`config.mk`:
```
export PLATFORM = sky130hd
export DESIGN_NAME = seg_scan_decoder_flat
export DESIGN_NICKNAME = d
export VERILOG_FILES = /design/src/rtl/seg7_pkg.sv /design/src/rtl/seg_scan_decoder_if.sv /design/src/rtl/seg7_to_hex.sv /design/src/rtl/seg_scan_decoder.sv /design/src/flat_wrapper.sv
export SDC_FILE = /design/constraint.sdc
export NUM_CORES = 1
export LEC_CHECK = 0
export CELL_PAD_IN_SITES_DETAIL_PLACEMENT = 1
export CELL_PAD_IN_SITES_GLOBAL_PLACEMENT = 1
export CORE_MARGIN = 1
export CORE_UTILIZATION = 45
export DETAILED_ROUTE_END_ITERATION = 7
export PLACE_DENSITY = 0.85
export SLEW_MARGIN = 20
export SYNTH_ARGS = -nofsm -noshare
export SYNTH_HDL_FRONTEND = slang
export SYNTH_SLANG_ARGS = --single-unit
```
`constraint.sdc`:
```
create_clock -name cin -period 3.2 [get_ports cin]
set_input_delay 0.48 -clock cin [delete_from_list [all_inputs] [get_ports cin]]
set_output_delay 0.48 -clock cin [all_outputs]
set_load 0.05 [all_outputs]
```
`src/rtl/seg7_pkg.sv`:
```
// Shared definitions for the 7-segment scan decoder.
//   SEG7_0..SEG7_F : active-high glyphs, bit 0 = segment a .. bit 6 = segment g
//   SEG_DP_BIT     : position of the decimal point in the 8-bit segment bus
//   state_e        : capture FSM state encoding
package seg7_pkg;

    localparam logic [6:0] SEG7_0 = 7'h3F;
    localparam logic [6:0] SEG7_1 = 7'h06;
    localparam logic [6:0] SEG7_2 = 7'h5B;
    localparam logic [6:0] SEG7_3 = 7'h4F;
    localparam logic [6:0] SEG7_4 = 7'h66;
    localparam logic [6:0] SEG7_5 = 7'h6D;
    localparam logic [6:0] SEG7_6 = 7'h7D;
    localparam logic [6:0] SEG7_7 = 7'h07;
    localparam logic [6:0] SEG7_8 = 7'h7F;
    localparam logic [6:0] SEG7_9 = 7'h6F;
    localparam logic [6:0] SEG7_A = 7'h77;
    localparam logic [6:0] SEG7_B = 7'h7C;
    localparam logic [6:0] SEG7_C = 7'h39;
    localparam logic [6:0] SEG7_D = 7'h5E;
    localparam logic [6:0] SEG7_E = 7'h79;
    localparam logic [6:0] SEG7_F = 7'h71;

    localparam int unsigned SEG_DP_BIT = 7;

    typedef enum logic [1:0] {
        StIdle,
        StSettle,
        StCapture,
        StHold
    } state_e;

endpackage

```
`src/rtl/seg_scan_decoder_if.sv`:
```
// Bus bundle between a scanned 7-segment driver/monitor and seg_scan_decoder.
//   seg, en, clear            : driven by the master (scan source / bench)
//   digits, dp, digit_valid,
//   frame_stb, err_pattern,
//   err_enable                : driven by the slave (decoder)
interface seg_scan_decoder_if #(
    parameter int unsigned NDIG = 3
);
    logic [7:0]        seg;
    logic [NDIG-1:0]   en;
    logic              clear;
    logic [4*NDIG-1:0] digits;
    logic [NDIG-1:0]   dp;
    logic [NDIG-1:0]   digit_valid;
    logic              frame_stb;
    logic              err_pattern;
    logic              err_enable;

    modport master (
        output seg, en, clear,
        input  digits, dp, digit_valid, frame_stb, err_pattern, err_enable
    );

    modport slave (
        input  seg, en, clear,
        output digits, dp, digit_valid, frame_stb, err_pattern, err_enable
    );
endinterface

```
`src/rtl/seg7_to_hex.sv`:
```
// Combinational 7-segment glyph decoder.
//   pat_i    : active-high segments, bit 0 = a .. bit 6 = g
//   legal_o  : 1 when pat_i is one of the 16 hex glyphs
//   nibble_o : decoded value (0 when illegal)
module seg7_to_hex
    import seg7_pkg::*;
(
    input  logic [6:0] pat_i,
    output logic       legal_o,
    output logic [3:0] nibble_o
);

    always_comb begin
        legal_o  = 1'b1;
        nibble_o = 4'h0;
        case (pat_i)
            SEG7_0:  nibble_o = 4'h0;
            SEG7_1:  nibble_o = 4'h1;
            SEG7_2:  nibble_o = 4'h2;
            SEG7_3:  nibble_o = 4'h3;
            SEG7_4:  nibble_o = 4'h4;
            SEG7_5:  nibble_o = 4'h5;
            SEG7_6:  nibble_o = 4'h6;
            SEG7_7:  nibble_o = 4'h7;
            SEG7_8:  nibble_o = 4'h8;
            SEG7_9:  nibble_o = 4'h9;
            SEG7_A:  nibble_o = 4'hA;
            SEG7_B:  nibble_o = 4'hB;
            SEG7_C:  nibble_o = 4'hC;
            SEG7_D:  nibble_o = 4'hD;
            SEG7_E:  nibble_o = 4'hE;
            SEG7_F:  nibble_o = 4'hF;
            default: legal_o  = 1'b0;
        endcase
    end

endmodule

```
`src/rtl/seg_scan_decoder.sv`:
```
// Receive side of a multiplexed 7-segment bus: synchronises seg/en, waits for each selected
// digit to settle, decodes the glyph and keeps the latest nibble/dp per digit.
//   cin, rst_n : clock (rising edge) and asynchronous active-low reset
//   bus        : slave side of seg_scan_decoder_if (seg/en/clear in; digits, dp, digit_valid,
//                frame_stb, err_pattern, err_enable out)
module seg_scan_decoder
    import seg7_pkg::*;
#(
    parameter int unsigned NDIG          = 3,
    parameter int unsigned SETTLE_CYCLES = 4,
    parameter bit          SEG_ACT_LOW   = 1'b1,
    parameter bit          EN_ACT_LOW    = 1'b1
) (
    input  logic                cin,
    input  logic                rst_n,
    seg_scan_decoder_if.slave   bus
);

    localparam int unsigned     CntW    = $clog2(SETTLE_CYCLES + 1);
    localparam logic [CntW-1:0] CntLast = CntW'(SETTLE_CYCLES - 1);
    localparam logic [CntW-1:0] CntSat  = CntW'(SETTLE_CYCLES);
    // Raw bus levels meaning "nothing lit / nothing selected"; XOR with them normalises.
    localparam logic [7:0]      SegIdle = {8{SEG_ACT_LOW}};
    localparam logic [NDIG-1:0] EnIdle  = {NDIG{EN_ACT_LOW}};

    logic [7:0]        seg_s1_q, seg_s2_q, seg_prev_q;
    logic [NDIG-1:0]   en_s1_q, en_s2_q, en_prev_q;
    logic [7:0]        seg_n;
    logic [NDIG-1:0]   en_n;
    logic              changed, en_one, en_none;
    state_e            state_q, state_d;
    logic [CntW-1:0]   cnt_q, cnt_d;
    logic              capture, set_err_en;
    logic              legal;
    logic [3:0]        nibble;
    logic [NDIG-1:0]   cap_mask, frame_q, frame_d;
    logic              frame_all;
    logic [4*NDIG-1:0] digits_q;
    logic [NDIG-1:0]   dp_q, valid_q;
    logic              stb_q, err_pat_q, err_en_q;

    // Sync flops reset to the idle bus level so release does not look like a selection.
    always_ff @(posedge cin or negedge rst_n) begin
        if (!rst_n) begin
            seg_s1_q   <= SegIdle;
            seg_s2_q   <= SegIdle;
            en_s1_q    <= EnIdle;
            en_s2_q    <= EnIdle;
            seg_prev_q <= '0;
            en_prev_q  <= '0;
        end else begin
            seg_s1_q   <= bus.seg;
            seg_s2_q   <= seg_s1_q;
            en_s1_q    <= bus.en;
            en_s2_q    <= en_s1_q;
            seg_prev_q <= seg_n;
            en_prev_q  <= en_n;
        end
    end

    assign seg_n   = seg_s2_q ^ SegIdle;
    assign en_n    = en_s2_q ^ EnIdle;
    assign changed = (seg_n != seg_prev_q) || (en_n != en_prev_q);
    assign en_none = (en_n == '0);
    assign en_one  = !en_none && ((en_n & (en_n - NDIG'(1))) == '0);

    always_ff @(posedge cin or negedge rst_n) begin
        if (!rst_n) begin
            state_q <= StIdle;
            cnt_q   <= '0;
        end else begin
            state_q <= state_d;
            cnt_q   <= cnt_d;
        end
    end

    always_comb begin
        state_d    = state_q;
        cnt_d      = cnt_q;
        capture    = 1'b0;
        set_err_en = 1'b0;
        unique case (state_q)
            StIdle: begin
                if (en_one) begin
                    state_d = StSettle;
                    cnt_d   = '0;
                end else if (en_none || changed) begin
                    cnt_d = '0;
                end else if (cnt_q == CntLast) begin
                    // Multi-select held long enough: flag once, then park until the bus moves.
                    set_err_en = 1'b1;
                    cnt_d      = CntSat;
                end else if (cnt_q < CntLast) begin
                    cnt_d = cnt_q + CntW'(1);
                end
            end
            StSettle: begin
                if (changed) begin
                    cnt_d   = '0;
                    state_d = en_one ? StSettle : StIdle;
                end else if (cnt_q == CntLast) begin
                    state_d = StCapture;
                    cnt_d   = '0;
                end else begin
                    cnt_d = cnt_q + CntW'(1);
                end
            end
            StCapture, StHold: begin
                capture = (state_q == StCapture);
                // A change arriving during the capture cycle is honoured straight away.
                if (changed) begin
                    cnt_d   = '0;
                    state_d = en_one ? StSettle : StIdle;
                end else begin
                    state_d = StHold;
                end
            end
            default: state_d = StIdle;
        endcase
    end

    // seg_prev_q/en_prev_q hold the settled value throughout the capture cycle.
    seg7_to_hex u_dec (
        .pat_i    (seg_prev_q[6:0]),
        .legal_o  (legal),
        .nibble_o (nibble)
    );

    assign cap_mask  = capture ? en_prev_q : '0;
    assign frame_d   = frame_q | cap_mask;
    assign frame_all = &frame_d;

    always_ff @(posedge cin or negedge rst_n) begin
        if (!rst_n) begin
            digits_q  <= '0;
            dp_q      <= '0;
            valid_q   <= '0;
            frame_q   <= '0;
            stb_q     <= 1'b0;
            err_pat_q <= 1'b0;
            err_en_q  <= 1'b0;
        end else begin
            for (int i = 0; i < int'(NDIG); i++) begin
                if (cap_mask[i] && legal) begin
                    digits_q[4*i +: 4] <= nibble;
                    dp_q[i]            <= seg_prev_q[SEG_DP_BIT];
                end
            end
            if (bus.clear) begin
                valid_q   <= '0;
                frame_q   <= '0;
                stb_q     <= 1'b0;
                err_pat_q <= 1'b0;
                err_en_q  <= 1'b0;
            end else begin
                valid_q <= valid_q | cap_mask;
                frame_q <= frame_all ? '0 : frame_d;
                stb_q   <= frame_all;
                if (capture && !legal) err_pat_q <= 1'b1;
                if (set_err_en)        err_en_q  <= 1'b1;
            end
        end
    end

    assign bus.digits      = digits_q;
    assign bus.dp          = dp_q;
    assign bus.digit_valid = valid_q;
    assign bus.frame_stb   = stb_q;
    assign bus.err_pattern = err_pat_q;
    assign bus.err_enable  = err_en_q;

endmodule

```
`src/flat_wrapper.sv`:
```
// flat-port wrapper written by rule: the top's interface ports become plain ports
module seg_scan_decoder_flat import seg7_pkg::*;
#(
    parameter int unsigned NDIG          = 3,
    parameter int unsigned SETTLE_CYCLES = 4,
    parameter bit          SEG_ACT_LOW   = 1'b1,
    parameter bit          EN_ACT_LOW    = 1'b1
)
  (cin, rst_n, bus_seg, bus_en, bus_clear, bus_digits, bus_dp, bus_digit_valid, bus_frame_stb, bus_err_pattern, bus_err_enable);
  seg_scan_decoder_if #(.NDIG(NDIG)) bus_i ();
  input  logic cin;
  input  logic rst_n;
  input wire logic [$bits(bus_i.seg)-1:0] bus_seg;
  input wire logic [$bits(bus_i.en)-1:0] bus_en;
  input wire logic [$bits(bus_i.clear)-1:0] bus_clear;
  output wire logic [$bits(bus_i.digits)-1:0] bus_digits;
  output wire logic [$bits(bus_i.dp)-1:0] bus_dp;
  output wire logic [$bits(bus_i.digit_valid)-1:0] bus_digit_valid;
  output wire logic [$bits(bus_i.frame_stb)-1:0] bus_frame_stb;
  output wire logic [$bits(bus_i.err_pattern)-1:0] bus_err_pattern;
  output wire logic [$bits(bus_i.err_enable)-1:0] bus_err_enable;
  assign bus_i.seg = bus_seg;
  assign bus_i.en = bus_en;
  assign bus_i.clear = bus_clear;
  assign bus_digits = bus_i.digits;
  assign bus_dp = bus_i.dp;
  assign bus_digit_valid = bus_i.digit_valid;
  assign bus_frame_stb = bus_i.frame_stb;
  assign bus_err_pattern = bus_i.err_pattern;
  assign bus_err_enable = bus_i.err_enable;
  seg_scan_decoder #(.NDIG(NDIG), .SETTLE_CYCLES(SETTLE_CYCLES), .SEG_ACT_LOW(SEG_ACT_LOW), .EN_ACT_LOW(EN_ACT_LOW)) u_core (.cin(cin), .rst_n(rst_n), .bus(bus_i));
endmodule
```
# --- Word level (Yosys, flattened, before mapping) ---
# Cells that the tools add are included.
word_totals:
  regBits: 62
  inputBits: 14
  wordCells: 102
classes:
  add_sub_neg: 2
  order_cmp: 1
  n_eq_ne: 26
  n_mux: 30
  bitwise: 5
  n_reduce_logical: 19
ops:
  columns: ["cell", "n"]
  rows:
  - ["7-bit equality test, second input constant", 12]
  - ["4-bit case mux with 15 select lines", 1]
  - ["3-bit 2-to-1 mux", 11]
  - ["16-bit OR reduction", 1]
  - ["7-bit by 3-bit equality test with 1-bit output, second input constant", 2]
  - ["7-bit by 6-bit equality test with 1-bit output, second input constant", 2]
  - ["1-bit 2-to-1 mux", 12]
  - ["3-bit case mux with 3 select lines", 1]
  - ["2-bit 2-to-1 mux", 4]
  - ["8-bit inequality test", 1]
  - ["8-bit inverter", 1]
  - ["3-bit logical NOT", 2]
  - ["3-bit OR", 2]
  - ["2-bit case mux with 3 select lines", 1]
  - ["1-bit logical AND", 5]
  - ["5-bit by 1-bit inequality test with 1-bit output, second input constant", 1]
  - ["2-bit equality test, second input constant", 2]
  - ["2-bit by 1-bit inequality test with 1-bit output, second input constant", 2]
  - ["2-bit AND reduction", 2]
  - ["2-bit nonzero test", 2]
  - ["3-bit by 1-bit adder with 3-bit output, second input constant", 1]
  - ["3-bit AND", 1]
  - ["3-bit by 2-bit equality test with 1-bit output, second input constant", 1]
  - ["3-bit by 2-bit less-than comparator with 1-bit output, second input constant", 1]
  - ["other kinds (10)", 12]

# --- Logic depth before layout (Yosys ltp) ---
# Gate-level depths: netlist (run 1).
logic_depth:
  depth_word: 9
  depth_mapped: 6
  depth_no_buf: 6

# --- Hierarchy ---
# From an unflattened synthesis (run 1), not the netlist that was laid out.
hier_totals:
  hier_cells: 226
  hier_area_um2: 2702.6
by_module_without_submodules:
  columns: ["mod", "instances", "cells_per_inst", "area_per_inst_um2", "seq_area_each_um2"]
  rows:
  - ["seg_scan_decoder", 1, 167, 2314.7, 1579.0]
  - ["seg7_to_hex", 1, 59, 387.9, 0.0]

# --- Worst setup path after synthesis (run 1) ---
# Ideal clock, no wire load.
synth_timing:
  kind: "register to register"
  startpoint: "register u_core.seg_prev_q[6]"
  endpoint: "register u_core.digits_q[0] (netlist: u_core.bus.digits[0])"
  setup_time_ns: 0.125
  arrival_time_ns: 1.794
  required_time_ns: 3.075
  setup_slack_ns: 1.281
  stages_incl_launch_ff: 6
  n_path_buf: 0
  synth_period_minus_slack_ns: 1.919
  cell_sequence: "dfrtp_1 or3b_4 a2111oi_4 nor2_2 a31oi_4 mux2_4"
synth_between:
  elab_chain_cells: 4
  word_cells_on_any_way: 20
synth_rtl:
  columns: ["item", "line", "text"]
  rows:
  - ["start, declared", "seg_scan_decoder.sv:26", "logic [7:0] seg_s1_q, seg_s2_q, seg_prev_q;"]
  - ["start signal, assigned", "seg_scan_decoder.sv:56", "seg_prev_q <= seg_n;"]
  - ["7-bit equality test, or another cell as far along", "seg7_to_hex.sv:16", "case (pat_i)"]
  - ["16-bit OR reduction (no line)", null, null]
  - ["1-bit 2-to-1 mux", "seg7_to_hex.sv:16", null]
  - ["1-bit logical AND", "seg_scan_decoder.sv:144", "if (cap_mask[i] && legal) begin"]
  - ["end signal, assigned by index", "seg_scan_decoder.sv:145", "digits_q[4*i +: 4] <= nibble;"]
  - ["end, declared", "seg_scan_decoder.sv:38", "logic [4*NDIG-1:0] digits_q;"]
# Several ways; a longest one is shown, not always the timed one.
# A chain may end at the register's enable or synchronous reset.

# --- Worst setup path after layout (run 1) ---
layout_timing:
  startpoint: "register u_core.seg_prev_q[0]"
  endpoint: "register u_core.dp_q[2] (netlist: u_core.bus.dp[2])"
layout_between:
  elab_chain_cells: 4
  word_cells_on_any_way: 19
layout_rtl:
  columns: ["item", "line", "text"]
  rows:
  - ["7-bit equality test, or another cell as far along", "seg7_to_hex.sv:16", null]
  - ["16-bit OR reduction (no line) (*)", null, null]
  - ["1-bit 2-to-1 mux (*)", "seg7_to_hex.sv:16", null]
  - ["1-bit logical AND (*)", "seg_scan_decoder.sv:144", null]
  - ["end signal, assigned by index", "seg_scan_decoder.sv:146", "dp_q[i] <= seg_prev_q[SEG_DP_BIT];"]
  - ["end, declared", "seg_scan_decoder.sv:39", "logic [NDIG-1:0] dp_q, valid_q;"]
# Every way passes the cells marked *; elsewhere a longest branch is shown, timed or not.

==> results of run 1 <==
## per-stage QoR
| stage | area [um2] | setup slack, ns | cells | hold WS, ns | power [mW] |
|---|---|---|---|---|---|
| final | 3360 | 0.914 | 345 | 0.267 | 1.58 |
| after floorplan | 2800 | 1.28 | 228 | 0.184 | 0.922 |
| after global routing | 3360 | 0.779 | 345 | 0.337 | 1.66 |
| after detailed placement | 3180 | 0.906 | 329 | 0.347 | 0.970 |
| after CTS | 3360 | 0.891 | 345 | 0.299 | 1.61 |
| after global placement | 3180 | 0.988 | 329 | 0.346 | 0.962 |
## worst max-delay path, stage by stage (launching register included)
cell       delay (ns)
dfrtp_1          0.61
or3b_4           0.44
a2111oi_4        0.31
nor2_2           0.15
a31oi_4          0.29
mux2_1           0.36
## area by class of cell
class                      instances  area (um2)
fill                             660        2590
sequential                        62        1580
multi-input combinational        137        1080
timing repair buffer              35         343
clock buffer                      11         151
tap                               75        93.8
inverter                          20        75.1
clock inverter                     5        33.8
## kinds of logic after synthesis
family	Yosys count	share of synthesized area (%)
buffers and inverters	29	5.00
adders and majority gates	4	1.74
xor gates and xnor gates	12	3.75
and+or+nand+nor	63	13.2
AOI/OAI and AO/OA	45	14.3
muxes	13	5.71
DFF	62	56.3
## routing by layer
layer / part of all wire [%] / vias to the layer above / routed length (um) / GRT usage [%]
met3: 4.2 / 12 / 230 / 4.27
met1: 43 / 936 / 2360 / 23.9
met5: 0 / - / 0 / 0
li1: - / 870 / - / -
met2: 51 / 47 / 2830 / 33.3
met4: 2.0 / 0 / 113 / 10.7
## registers in the layout (all words and copies together), names as in the netlist, 3 cells and up
name                    count
u_core.bus.digit_valid      3
u_core.bus.digits          12
u_core.seg_s2_q             8
u_core.cnt_q                3
u_core.frame_q              3
u_core.seg_s1_q             8
u_core.bus.dp               3
u_core.en_s1_q              3
u_core.en_s2_q              3
u_core.seg_prev_q           8
u_core.en_prev_q            3
## final timing paths
| kind | slack, ns | startpoint | end |
|---|---|---|---|
| max | 0.91 | u_core.seg_prev_q[0]$_DFF_PN0_ | u_core.bus.dp[2]$_DFFE_PN0P_ |
| max reg2reg | 0.91 | u_core.seg_prev_q[0]$_DFF_PN0_ | u_core.bus.dp[2]$_DFFE_PN0P_ |
| min | 0.27 | rst_n | u_core.bus.digits[5]$_DFFE_PN0P_ |
| min in group cin | 0.36 | u_core.seg_s1_q[6]$_DFF_PN1_ | u_core.seg_s2_q[6]$_DFF_PN1_ |
| max in group asynchronous | 2.05 | rst_n | u_core.seg_s2_q[6]$_DFF_PN1_ |
| min reg2reg | 0.36 | u_core.seg_s1_q[6]$_DFF_PN1_ | u_core.seg_s2_q[6]$_DFF_PN1_ |
## power by group through the flow
stage	Combinational, mW	Sequential, mW	Clock [mW]
2_1_floorplan	0.0751	0.847	0
3_3_place_gp	0.0983	0.864	0
3_5_place_dp	0.103	0.867	0
4_1_cts	0.104	0.853	0.653
5_1_grt	0.113	0.857	0.689
6_report	0.101	0.853	0.625
## cell usage in the layout, fill, tap and decap left out, types with 3 or more instances in the layout
cell	netlist	layout
mux2_1	8	8
nand2_1	9	9
inv_1	19	19
clkbuf_8	0	11
a21oi_1	10	10
o21ai_0	7	7
dfrtp_1	40	40
nor4_1	3	3
mux2_4	4	4
xnor2_1	11	11
dfstp_2	22	22
ha_1	3	3
nor2_1	16	16
nor3_1	5	5
a31oi_4	4	4
clkdlybuf4s50_1	0	33
and2_1	3	3
a2bb2oi_1	3	3
==> impl_summary.md, run 1 <==
Drt
The count of nets left with antenna violations once routing finished came out at 0. The average via count per standard cell is 5.41. The first detailed-routing pass took 4 iterations. The final routed DRC violation total is 0.

The wire length per cell after detailed routing is 16.0 um. For this block, the initial DRC count from the detailed router was 46. The total via count in the routed design is 1865. The total length of routed wires is 5540 um.

Placement
During placement, the flow inserted port buffers numbering 34. The placed wire-length estimate is 4010 um. Routability-driven placement finished with a final weighted congestion of 0.782.

Final layout
Measured on the finished design, the core utilization comes to 56.4%. The area growth from synthesis to layout is 19.9%. The fraction of final layout cells sized beyond drive strength 1 is 22.6%.

0 antenna diodes ended up in the layout. The number of nets in the final layout is 282.

STA
The worst path needs 2.29 ns of the cycle, external delays included. The number of failing setup endpoints in the final timing report is 0. On the final layout, the worst clock skew is 0.00495 ns.

The number of endpoints with negative hold slack in the final report is 0. For the pin with the worst max-slew slack, the measured transition is 0.906 ns. Measured against its own limit, the worst slew margin works out to 39.6%. The period utilization is 71.4%. The fmax is 437 MHz. The max-slew violation total from the final report is 0. The setup TNS is 0 ns.

Setup repair after global routing left no endpoint under its margin.

CTS
The total of cells resized after clock tree synthesis is 0. The H-tree level count is 3. The number of clock sinks is 62. The number of buffers created by CTS is 9. At the later pin of the worst-skew pair, clock insertion delay measures 0.34 ns.

The largest buffer count on any clock path is 2. The tree is rooted in a clkbuf_8. The total setup buffers inserted after CTS is 0. The CTS tree is built. After clock tree synthesis, the flow added hold-fix buffers numbering 0. The clock transition at the registers of the reported paths is 0.07 ns.

Power and ir drop
The portion of total power attributed to combinational logic is 6.4%. Net switching is 24.8% of the power. The leakage power of the design is 1.39 nW. The switching power of the nets is 0.392 mW. The sequential cell fraction of total power is 54.0%.

The internal power is 1.19 mW. Dividing total power by cell area gives a power density of 470 mW/mm2. Across the VDD grid, the largest voltage drop is 333 uV.

The fraction of power consumed by the clock network is 39.6%.

Setup path
The worst register-to-register path has a depth of 5. The worst setup path is launched from a flip-flop. The type of element capturing the critical path is a flip-flop. The required time of the worst setup path is 3.42 ns. Of all nets on the critical path, the largest fanout is 14. The critical path in this run is classified as flip-flop to flip-flop. The arrival time of the worst setup path is 2.50 ns.

Yosys
The gate count of the mapped netlist is 228. The synthesized netlist net count is 245. Counting instances in the post-synthesis netlist gives the leading cell types as dfrtp_1, dfstp_2, inv_1. The post-synthesis sequential element count is 62.

Of all flip-flops after synthesis, the portion carrying an async set or reset was 100%. dfrtp_1 is the most common cell in the netlist. In the synthesized netlist the dominant register cell turns out to be dfrtp_1. The count of synthesis-stage warnings from yosys is 0. The average cell area after synthesis is 12.3 um2.

The share of Yosys cell area claimed by the top area cell type is 35.7%. After synthesis, the cell types taking the most area are dfrtp_1, dfstp_2, xnor2_1. Summed over all instances, the cell type with the most area after synthesis is dfrtp_1. The mapped netlist covers 0.00280 mm2.

Counting flops with a built-in enable in the synthesized netlist gives 0. The number of different library cells in the post-synthesis netlist is 64. The register area share after synthesis is 56.3%.

Die
Row generation in the floorplan step produced 28 rows. The die is 80.9 um wide. The die area is 0.00655 mm2. In this run the vertical extent of the chip is 80.9 um. The count of pins on the block boundary is 35. The total area inside the core boundary comes to 0.00596 mm2.

The initial cell density of the core is 47.1%.

GRT
The overflow left after global routing is 0. The initial antenna violation count is 0. The via count of the first global-routing pass is 1968.

The first-pass GRT wire length is 9470 um. The largest net degree at the start of global routing is 42. Global routing consumed, over all layers together, 19.9% of the routing resources.

Flow run
The number of maximum-capacitance violations is 0.

Min path
The worst min-delay path category is primary input to asynchronous set/reset pin.

Run status
The run finished with clean final reports.
Note: power is estimated with default switching activity, not from simulation.
==> run 2: changes to the inputs <==
--- a/config.mk
+++ b/config.mk
@@ -8,9 +8,9 @@
 export CELL_PAD_IN_SITES_DETAIL_PLACEMENT = 1
 export CELL_PAD_IN_SITES_GLOBAL_PLACEMENT = 1
 export CORE_MARGIN = 1
-export CORE_UTILIZATION = 45
+export CORE_UTILIZATION = 40
 export DETAILED_ROUTE_END_ITERATION = 7
-export PLACE_DENSITY = 0.85
+export PLACE_DENSITY = 0.8
 export SLEW_MARGIN = 20
 export SYNTH_ARGS = -nofsm -noshare
 export SYNTH_HDL_FRONTEND = slang
==> constraint.sdc (replaced) <==
create_clock -name cin -period 1.94 [get_ports cin]
set_input_delay 0.291 -clock cin [delete_from_list [all_inputs] [get_ports cin]]
set_output_delay 0.291 -clock cin [all_outputs]
set_load 0.05 [all_outputs]
==> run 2 against run 1 <==
The flow now finishes with violations (negative setup slack). Setup slack lost 1.1 ns. First-iteration DRC count grew 57%. Critical path depth is the same. Non-clock buffer count grew 34. Die area grew 12%. Clock power grew 73%. Combinational power grew to 2.5 times the previous value. Flip-flop and latch count is the same. Cell count grew 16%. Sequential share of layout area shrank 5.6 points. Global-route usage is essentially flat. Clock skew grew 0.0015 ns. Highest routed layer unchanged.
==> impl_summary.md, run 2 (synthesis gave the netlist of run 1 again) <==
Run status
Outcome: complete, but fails checks (was completed). The checks that failed: negative setup slack.

GRT
The largest net degree at the start of global routing came to 63 (was 42). The overflow left after global routing came to 0 (unchanged). The total global routing track utilization was 19.9% (about the same).

The initial antenna violation count is 0 (unchanged). The via count of the first global-routing pass was 2212 (was 1968). The first-pass GRT wire length is 10800 um (was 9470 um).

Setup path
Cell chain of the critical path: or3b_4, a2111oi_4, nor2_4, a31oi_4, mux2_4 (was or3b_4, a2111oi_4, nor2_2, a31oi_4, mux2_1). The buffering stage count on the worst path with inverters included is 0 (unchanged). The total number of cells along the worst setup path is 5 (unchanged). The delay contributed by the slowest stage of the critical path was 0.42 ns (was 0.61 ns). The category of cells accounting for the largest share of critical-path delay was compound AO/OA/AOI/OAI gates (was flip-flops).

The number of cells traversed by the worst register-to-register path is 5 (unchanged). The arrival time of the worst setup path is 2.32 ns (was 2.50 ns). The critical-path cell with the highest stage delay is dfrtp_1 (unchanged). The maximum fanout along the worst path is 5 (was 14). The classification of the worst setup path is flip-flop to flip-flop (unchanged). The startpoint kind of the worst setup timing path is a flip-flop (unchanged). The beginning of the critical path was u_core.seg_prev_q[5]$_DFF_PN0_ (was u_core.seg_prev_q[0]$_DFF_PN0_). The required time of the worst setup path is 2.17 ns (was 3.42 ns). The start of the worst register-to-register path is u_core.seg_prev_q[5]$_DFF_PN0_ (was u_core.seg_prev_q[0]$_DFF_PN0_). The type of element capturing the critical path is a flip-flop (unchanged).

Power and ir drop
The largest vdd supply drop is 436 uV (was 333 uV). The power consumption is 2.73 mW (was 1.58 mW). The power per cell area is 714 mW/mm2 (was 470 mW/mm2). The leakage power of the design is 1.58 nW (was 1.39 nW).

Drt
The total via count in the routed design was 2037 (was 1865). The final routed DRC violation total came to 0 (unchanged). The number of routed nets with antenna violations is 0 (unchanged). The number of DRC markers after the initial detailed-route iteration is 72 (was 46). The first-pass iteration count of the detailed router is 4 (unchanged).

The total length of routed wires is 6520 um (was 5540 um). The wire length per cell after detailed routing is 16.3 um (was 16.0 um). The average via count per standard cell is 5.09 (was 5.41).

Final layout
The number of flip-flops in the largest register is 12 (unchanged). The area added between synthesis and finish was 36.1% (was 19.9%). The number of diodes was 0 (unchanged).

The number of fill cells came to 716 (was 660). The most common library cell in the layout ignoring fill and taps is dfrtp_1 (unchanged). The post-route cell area came to 0.00382 mm2 (was 0.00336 mm2). The number of nets in the final layout is 316 (was 282). The core utilization of the finished layout is 56.2% (was 56.4%). The fraction of final layout cells sized beyond drive strength 1 was 36.5% (was 22.6%). Most frequent cells in the layout: dfrtp_1, clkdlybuf4s50_1, buf_4, dfstp_2, inv_1 (was dfrtp_1, clkdlybuf4s50_1, dfstp_2, inv_1, nor2_1).

CTS
The H-tree level count was 3 (unchanged). The worst-skew pair later-pin latency is 0.35 ns (was 0.34 ns). The CTS tree is built (unchanged).

The number of buffers created by CTS was 9 (unchanged). The clock root buffer is clkbuf_8 (unchanged). The number of clock sinks is 62 (unchanged).

The largest buffer count on any clock path is 2 (unchanged). The clock transition at the registers of the reported paths is 0.07 ns (about the same).

STA
The measured slew at the worst slew-check pin is 0.536 ns (was 0.906 ns). The final critical-path required period is 2.10 ns (was 2.29 ns). RSZ-0062 raised after global routing: yes (was no). The post-layout worst setup margin is -0.156 ns (was 0.914 ns). The period utilization was 108% (was 71.4%). The setup TNS was -1.78 ns (was 0 ns).

The number of failing setup endpoints in the final timing report is 15 (was 0). The fmax was 477 MHz (was 437 MHz). The max-slew violation total from the final report is 0 (unchanged). The number of endpoints with negative hold slack in the final report is 0 (unchanged). The worst slew slack as a fraction of its limit is 63.9% (was 39.6%). The setup skew after layout is 0.00642 ns (was 0.00495 ns).

Die
The x dimension of the die is 85.7 um (was 80.9 um). The chip height is 85.7 um (was 80.9 um). The core area is 0.00679 mm2 (was 0.00596 mm2). The initial cell density of the core came to 41.3% (was 47.1%). The die area was 0.00735 mm2 (was 0.00655 mm2). The count of pins on the block boundary is 35 (unchanged). The count of standard-cell rows is 30 (was 28).

Placement
The placed wire-length estimate is 4550 um (was 4010 um). The routability congestion estimate from global placement came to 0.783 (was 0.782). The number of buffers added on ports is 34 (unchanged). The placed cell area came to 0.00344 mm2 (was 0.00318 mm2).

The placement-stage worst setup slack came to -0.211 ns (was 0.906 ns).

Flow run
The number of maximum-capacitance violations came to 0 (unchanged).

Min path
Counting instances, the worst hold path has a depth of 1. The worst min-delay path category is primary input to flip-flop (was primary input to asynchronous set/reset pin). In this run the most critical hold path is launched from bus_seg[0].
[run 2: cell type report]
type | instances | area, um2 | area share, %
Clock buffer | 12 | 135 | 3.54
Clock inverter | 4 | 47.5 | 1.25
Inverter | 20 | 75.1 | 1.97
Multi-Input combinational cell | 137 | 1230 | 32.1
Sequential cell | 62 | 1580 | 41.4
Tap cell | 96 | 120 | 3.15
Timing Repair Buffer | 69 | 632 | 16.6
[run 2: metal layers]
metal	global-route usage, %	up-vias	part of all wire (%)
li1	-	933	-
met5	0	-	0
met2	34.0	59	53
met1	21.8	1025	40
met4	13.5	0	3.9
met3	5.20	20	3.3
[run 2: timing repair]
item	in CTS	in global routing
pin swaps	5	9
resized for setup	16	15
endpoints found under the hold margin	40	0
setup endpoints to repair	15	19
cloned	0	0
setup buffers	1	2
hold buffers	1	0
[run 2: per-stage QoR]
step | std cells | hold WS, ns
after global routing | 400 | 0.334
after detailed placement | 380 | 0.331
after floorplan | 228 | -0.00459
after CTS | 398 | 0.331
final | 400 | 0.349
after global placement | 380 | 0.319
[run 2: report_power, final]
part           total (mW)  internal, mW  switching [mW]
combinational       0.254         0.123           0.131
sequential           1.39          1.35          0.0423
clock                1.08         0.590           0.491
total                2.73          2.06           0.664
[run 2: final timing paths]
kind,end,slack [ns]
worst max-delay path,u_core.bus.digits[3]$_DFFE_PN0P_,-0.16
worst min-delay path,u_core.seg_s1_q[0]$_DFF_PN1_,0.35
worst max register to register,u_core.bus.digits[3]$_DFFE_PN0P_,-0.16
worst min register to register,u_core.seg_s2_q[3]$_DFF_PN1_,0.36
max in group asynchronous,u_core.seg_s1_q[4]$_DFF_PN1_,1.12
min in group asynchronous,u_core.bus.digits[11]$_DFFE_PN0P_,0.49
